**config.mk**
```make
export PLATFORM = sky130hd
export DESIGN_NAME = uart_core_param
export DESIGN_NICKNAME = d
export VERILOG_FILES = /design/src/rtl/uart_core_param.sv
export SDC_FILE = /design/constraint.sdc
export NUM_CORES = 1
export LEC_CHECK = 0
export CELL_PAD_IN_SITES_DETAIL_PLACEMENT = 0
export CELL_PAD_IN_SITES_GLOBAL_PLACEMENT = 1
export CORE_UTILIZATION = 49
export CTS_CLUSTER_DIAMETER = 50
export CTS_CLUSTER_SIZE = 28
export DETAILED_ROUTE_END_ITERATION = 12
export HOLD_SLACK_MARGIN = 0.02
export PLACE_DENSITY_LB_ADDON = 0.1
export SLEW_MARGIN = 40
export SYNTH_ARGS = -nofsm -noshare
export SYNTH_HDL_FRONTEND = slang
export SYNTH_SLANG_ARGS = --single-unit
```
**constraint.sdc**
```tcl
create_clock -name clk -period 5.8 [get_ports clk]
set_input_delay 1.45 -clock clk [delete_from_list [all_inputs] [get_ports clk]]
set_output_delay 1.45 -clock clk [all_outputs]
set_load 0.05 [all_outputs]
```
**src/rtl/uart_core_param.sv**
```systemverilog
`default_nettype none
// ============================================================================
// uart_core_param : parametrised full-duplex UART, 16x oversampled receiver
// Revision 1.0
// ============================================================================
module uart_core_param #(
  parameter int BAUD_DIV  = 4,
  parameter int DATA_BITS = 8,
  parameter int PARITY    = 0,
  parameter int STOP_BITS = 1
) (
  input  logic                 clk,
  input  logic                 rst_n,
  input  logic [DATA_BITS-1:0] tx_data,
  input  logic                 tx_valid,
  output logic                 tx_ready,
  output logic                 tx_out,
  input  logic                 rx_in,
  input  logic                 loopback,
  output logic [DATA_BITS-1:0] rx_data,
  output logic                 rx_valid,
  output logic                 parity_err,
  output logic                 frame_err
);
  localparam int c_bit_clks = 16 * BAUD_DIV;
  localparam int c_tw       = $clog2(c_bit_clks);
  localparam int c_dw       = $clog2(BAUD_DIV);
  localparam logic [c_tw-1:0] c_timer_last = c_tw'(c_bit_clks - 1);
  localparam logic [c_dw-1:0] c_div_last   = c_dw'(BAUD_DIV - 1);
  localparam logic [3:0]      c_data_last  = 4'(DATA_BITS - 1);
  localparam logic [3:0]      c_stop_last  = 4'(STOP_BITS - 1);

  typedef enum logic [2:0] {S_IDLE, S_START, S_DATA, S_PARITY, S_STOP} state_e;

  function automatic logic calc_par(input logic [DATA_BITS-1:0] d);
    return (PARITY == 1) ? ~^d : ^d;
  endfunction

  // ---------------- transmitter ----------------
  state_e                tx_state_q, tx_state_d;
  logic [c_tw-1:0]       tx_timer_q, tx_timer_d;
  logic [3:0]            tx_bit_q, tx_bit_d;
  logic [DATA_BITS-1:0]  tx_shift_q, tx_shift_d;
  logic                  tx_par_q, tx_par_d;
  logic                  tx_out_q, tx_out_d;
  logic                  w_tx_bit_end;

  assign w_tx_bit_end = (tx_timer_q == c_timer_last);

  always_comb begin
    tx_state_d = tx_state_q;
    tx_timer_d = w_tx_bit_end ? '0 : tx_timer_q + 1'b1;
    tx_bit_d   = tx_bit_q;
    tx_shift_d = tx_shift_q;
    tx_par_d   = tx_par_q;
    tx_out_d   = tx_out_q;
    case (tx_state_q)
      S_IDLE: begin
        tx_timer_d = '0;
        tx_out_d   = 1'b1;
        if (tx_valid) begin
          tx_shift_d = tx_data;
          tx_par_d   = calc_par(tx_data);
          tx_out_d   = 1'b0;
          tx_state_d = S_START;
        end
      end
      S_START: if (w_tx_bit_end) begin
        tx_out_d   = tx_shift_q[0];
        tx_shift_d = {1'b0, tx_shift_q[DATA_BITS-1:1]};
        tx_bit_d   = '0;
        tx_state_d = S_DATA;
      end
      S_DATA: if (w_tx_bit_end) begin
        if (tx_bit_q == c_data_last) begin
          tx_bit_d = '0;
          if (PARITY != 0) begin
            tx_out_d   = tx_par_q;
            tx_state_d = S_PARITY;
          end else begin
            tx_out_d   = 1'b1;
            tx_state_d = S_STOP;
          end
        end else begin
          tx_bit_d   = tx_bit_q + 1'b1;
          tx_out_d   = tx_shift_q[0];
          tx_shift_d = {1'b0, tx_shift_q[DATA_BITS-1:1]};
        end
      end
      S_PARITY: if (w_tx_bit_end) begin
        tx_out_d   = 1'b1;
        tx_state_d = S_STOP;
      end
      S_STOP: if (w_tx_bit_end) begin
        if (tx_bit_q == c_stop_last) tx_state_d = S_IDLE;
        else                         tx_bit_d   = tx_bit_q + 1'b1;
      end
      default: tx_state_d = S_IDLE;
    endcase
  end

  always_ff @(posedge clk or negedge rst_n) begin
    if (!rst_n) begin
      tx_state_q <= S_IDLE;
      tx_timer_q <= '0;
      tx_bit_q   <= '0;
      tx_shift_q <= '0;
      tx_par_q   <= 1'b0;
      tx_out_q   <= 1'b1;
    end else begin
      tx_state_q <= tx_state_d;
      tx_timer_q <= tx_timer_d;
      tx_bit_q   <= tx_bit_d;
      tx_shift_q <= tx_shift_d;
      tx_par_q   <= tx_par_d;
      tx_out_q   <= tx_out_d;
    end
  end

  assign tx_ready = (tx_state_q == S_IDLE);
  assign tx_out   = tx_out_q;

  // ---------------- receiver ----------------
  logic [1:0]            sync_q;
  logic [c_dw-1:0]       div_q;
  logic                  w_line, w_tick;
  state_e                rx_state_q, rx_state_d;
  logic [3:0]            rx_tick_q, rx_tick_d;
  logic [3:0]            rx_bit_q, rx_bit_d;
  logic [DATA_BITS-1:0]  rx_shift_q, rx_shift_d;
  logic                  rx_par_bit_q, rx_par_bit_d;
  logic [DATA_BITS-1:0]  rx_data_q, rx_data_d;
  logic                  rx_valid_q, rx_valid_d;
  logic                  parity_err_q, parity_err_d;
  logic                  frame_err_q, frame_err_d;

  assign w_line = sync_q[1];
  assign w_tick = (div_q == c_div_last);

  always_comb begin
    rx_state_d   = rx_state_q;
    rx_tick_d    = rx_tick_q;
    rx_bit_d     = rx_bit_q;
    rx_shift_d   = rx_shift_q;
    rx_par_bit_d = rx_par_bit_q;
    rx_data_d    = rx_data_q;
    rx_valid_d   = 1'b0;
    parity_err_d = parity_err_q;
    frame_err_d  = frame_err_q;
    if (w_tick) begin
      rx_tick_d = rx_tick_q + 1'b1;
      case (rx_state_q)
        S_IDLE: begin
          rx_tick_d = '0;
          if (!w_line) rx_state_d = S_START;
        end
        // mid-start check rejects glitches shorter than half a bit
        S_START: if (rx_tick_q == 4'd7) begin
          rx_tick_d  = '0;
          rx_bit_d   = '0;
          rx_state_d = w_line ? S_IDLE : S_DATA;
        end
        S_DATA: if (rx_tick_q == 4'd15) begin
          rx_shift_d = {w_line, rx_shift_q[DATA_BITS-1:1]};
          if (rx_bit_q == c_data_last)
            rx_state_d = (PARITY != 0) ? S_PARITY : S_STOP;
          else
            rx_bit_d = rx_bit_q + 1'b1;
        end
        S_PARITY: if (rx_tick_q == 4'd15) begin
          rx_par_bit_d = w_line;
          rx_state_d   = S_STOP;
        end
        S_STOP: if (rx_tick_q == 4'd15) begin
          rx_valid_d   = 1'b1;
          rx_data_d    = rx_shift_q;
          parity_err_d = (PARITY != 0) && (rx_par_bit_q != calc_par(rx_shift_q));
          frame_err_d  = ~w_line;
          rx_state_d   = S_IDLE;
        end
        default: rx_state_d = S_IDLE;
      endcase
    end
  end

  always_ff @(posedge clk or negedge rst_n) begin
    if (!rst_n) begin
      sync_q       <= 2'b11;
      div_q        <= '0;
      rx_state_q   <= S_IDLE;
      rx_tick_q    <= '0;
      rx_bit_q     <= '0;
      rx_shift_q   <= '0;
      rx_par_bit_q <= 1'b0;
      rx_data_q    <= '0;
      rx_valid_q   <= 1'b0;
      parity_err_q <= 1'b0;
      frame_err_q  <= 1'b0;
    end else begin
      sync_q       <= {sync_q[0], (loopback ? tx_out_q : rx_in)};
      div_q        <= w_tick ? '0 : div_q + 1'b1;
      rx_state_q   <= rx_state_d;
      rx_tick_q    <= rx_tick_d;
      rx_bit_q     <= rx_bit_d;
      rx_shift_q   <= rx_shift_d;
      rx_par_bit_q <= rx_par_bit_d;
      rx_data_q    <= rx_data_d;
      rx_valid_q   <= rx_valid_d;
      parity_err_q <= parity_err_d;
      frame_err_q  <= frame_err_d;
    end
  end

  assign rx_data    = rx_data_q;
  assign rx_valid   = rx_valid_q;
  assign parity_err = parity_err_q;
  assign frame_err  = frame_err_q;
endmodule
`default_nettype wire

```
==> flow_summary.ini <==
[outcome]
status = complete, no violations

[worst_setup_path]
critPathMaxFanout = 12
cpPeakStageDelay_ns = 0.88
timing.rr.start = tx_bit_q[0]$_DFFE_PN0P_
path_cells = nor3_1 -> clkdlybuf4s50_1
crit_type = register to output port
required_ns = 4.35
crit_start = tx_state_q[0]$_DFFE_PN0P_
endpoint = tx_ready
worstRegToRegCells = 5
crit_slowest_cell = clkdlybuf4s50_1
arrival_ns = 2.07
r2r_slack_ns = 3.61
end_kind = output port
worstSetupStartpointType = register
worst_r2r_endpoint = tx_shift_q[2]$_DFFE_PN0P_

[layout]
final_core_util = 0.588
fillCellCount = 436
n_antenna_cell = 0
nNetsFinal = 267
final_area_um2 = 3040
instances_no_fill = 319
syn_to_final_growth_pct = 13.6
drive_above_1_share = 0.229

[clocking]
h-tree-depth = 2
ctsResizeCount = 0
cts_buffers = 5
cts_hold_buf = 0
cts_tree = yes
clockRootBuffer = clkbuf_8
cts_max_path_buffers = 2
clkTransAtPathRegs_ns = 0.10
cts_sinks = 55
post_cts_buffers = 0
clk_latency_ns = 0.31

[sta]
max_slew_margin = 0.545
period_share = 0.608
fmax_ghz = 0.284
clock_skew_ns = 0.00567
totalNegativeSetupSlack_ns = 0
hold_viol = 0
worstMarginPinSlew_ns = 0.682
slew_viol_final = 0
setup_viol = 0
rsz0062_at_grt = false
finalCriticalPeriod_ns = 3.52

[power_and_ir_drop]
p_sw_frac = 0.272
p_leak_nw = 1.33
power_uw = 747
ir_worst_vdd_mv = 0.134
p_int_uw = 545
powerDensity_nw_per_um2 = 246
netSwitchingPower_uw = 203
pwr-share-comb = 0.128
p_seq_frac = 0.580
power.share.clock = 0.292

[logic_synthesis]
ys_warn_count = 0
ys_top_cells_by_count = dfrtp_1, mux2_2, nor2_1, inv_1
yosys.area.top_type_share = 0.486
synth_top_cell_by_area = dfrtp_1
synth_compound_area_frac = 0.0907
postSynthAreaPerCell_um2 = 11.8
yosys.area_share.simple = 0.138
synth-xor-area-share = 0.0164
yosysMostFrequentCell = dfrtp_1
ys_seq_area_frac = 0.516
ys_ff_latch = 55
synth_edf_count = 0
synth.area.mux_share = 0.171
synthFlopType = dfrtp_1
syn_area_um2 = 2680
synth_area_leaders = dfrtp_1, mux2_2, dfstp_2, ha_1, nor2_1
async_reset_ff_frac = 1.00
netlist_instances = 227
syn-num-nets = 246
synth_top_family_by_area = multiplexers
yosys.cell_types.count = 47
synthAdderAreaFrac = 0.0281

[die]
die_w_um = 75.9
start_util = 0.517
std_cell_rows = 26
ios = 26
core_um2 = 5170
die_h_um = 75.9
die_area_um2 = 5760

[global_routing]
gr-total-overflow = 0
antenna_found_initial = 0
grtUsageTotal = 0.165
grt_max_degree = 56
grt_pass1_vias = 1513
grt_first_pass_wirelength_mm = 7.09

[placement]
gp_congestion = 0.750
io_buffers = 24
dp_hpwl_mm = 2.99
dp.cells = 311
place_area_um2 = 2950

[job]
drv_cap = 0

[detailed_routing]
wire_per_inst_um = 13.7
drtAntennaViolNets = 0
avgViaCountPerCell = 5.34
finalWirelength_mm = 4.39
first_pass_iters = 4
drt-initial-drc-count = 92
dr_total_vias = 1703
drc = 0

[hold_path]
hold_path_depth = 0
hp-class = register to register
-- layout make-up --
class,instances,area (µm²),area share
Inverter,12,45.0,0.0148
Timing Repair Buffer,25,243,0.0799
Tap cell,70,87.6,0.0288
Sequential cell,55,1380,0.454
Clock inverter,3,22.5,0.00741
Multi-Input combinational cell,149,1190,0.392
Clock buffer,5,68.8,0.0226
-- kinds of logic after synthesis --
group	after synthesis
and+or+nand+nor	63
DFF	55
muxes	41
AOI/OAI and AO/OA	33
buffers and inverters	23
adders and majority gates	6
xor gates and xnor gates	5
other	1
-- layer usage --
| layer | vias up | GRT usage | part of all wire |
|---|---|---|---|
| met5 | - | 0 | 0 |
| met4 | 0 | 0.0556 | 0.013 |
| met3 | 6 | 0.0357 | 0.024 |
| met2 | 18 | 0.260 | 0.48 |
| met1 | 826 | 0.226 | 0.49 |
| li1 | 853 | - | - |
-- power by group through the flow --
| stage | Clock [mW] | Combinational, mW | Sequential (mW) |
|---|---|---|---|
| floorplan | 0 | 0.0870 | 0.424 |
| global placement | 0 | 0.0965 | 0.441 |
| detailed placement | 0 | 0.0969 | 0.441 |
| CTS | 0.228 | 0.0978 | 0.434 |
| global route | 0.238 | 0.108 | 0.439 |
| finish | 0.218 | 0.0956 | 0.434 |
-- state kept, by name (all words and copies together) (netlist names), 2 cells and up --
name	flops
div_q	2
rx_bit_q	4
rx_data	8
rx_shift_q	8
rx_state_q	3
rx_tick_q	4
sync_q	2
tx_bit_q	4
tx_shift_q	8
tx_state_q	3
tx_timer_q	6
-- cells in the final DEF (no fill, tap or decap), types with 3 or more instances in the layout --
master           count
nand2b_1             6
nor2b_1              6
inv_1               12
mux2i_1              4
nor2_1              13
nand3_1              7
xnor2_1              3
o21ai_0              4
nand3b_1             3
ha_1                 6
a21oi_1              4
dfrtp_1             52
and3_1               6
a31oi_1              5
nor3_1               3
mux2_2              37
nor3b_1              3
clkdlybuf4s50_1     23
nand2_1              7
clkbuf_8             5
dfstp_2              3
o22ai_1              5
-- critical path: cells and delay by family (launching register included) --
family / cells / cell delay (ns)
AND/OR/NAND/NOR: 1 / 0.38
flip-flops: 1 / 0.51
buffers and inverters: 1 / 0.88
-- per-stage QoR --
step	hold slack [ns]	setup WS, ns
3_3_place_gp	0.348	2.64
3_5_place_dp	0.349	2.61
4_1_cts	0.364	2.24
2_1_floorplan	0.345	2.60
6_report	0.363	2.28
5_1_grt	0.372	2.17
-- worst min path at each step --
stage                                   start             endpoint  slack [ns]
final                     sync_q[0]$_DFF_PN1_  sync_q[1]$_DFF_PN1_        0.36
after global routing      sync_q[0]$_DFF_PN1_  sync_q[1]$_DFF_PN1_        0.37
after CTS                 sync_q[0]$_DFF_PN1_  sync_q[1]$_DFF_PN1_        0.36
after detailed placement  sync_q[0]$_DFF_PN1_  sync_q[1]$_DFF_PN1_        0.35
after global placement    sync_q[0]$_DFF_PN1_  sync_q[1]$_DFF_PN1_        0.35
after floorplan           sync_q[0]$_DFF_PN1_  sync_q[1]$_DFF_PN1_        0.35
Power figures use the tool's default switching activity.
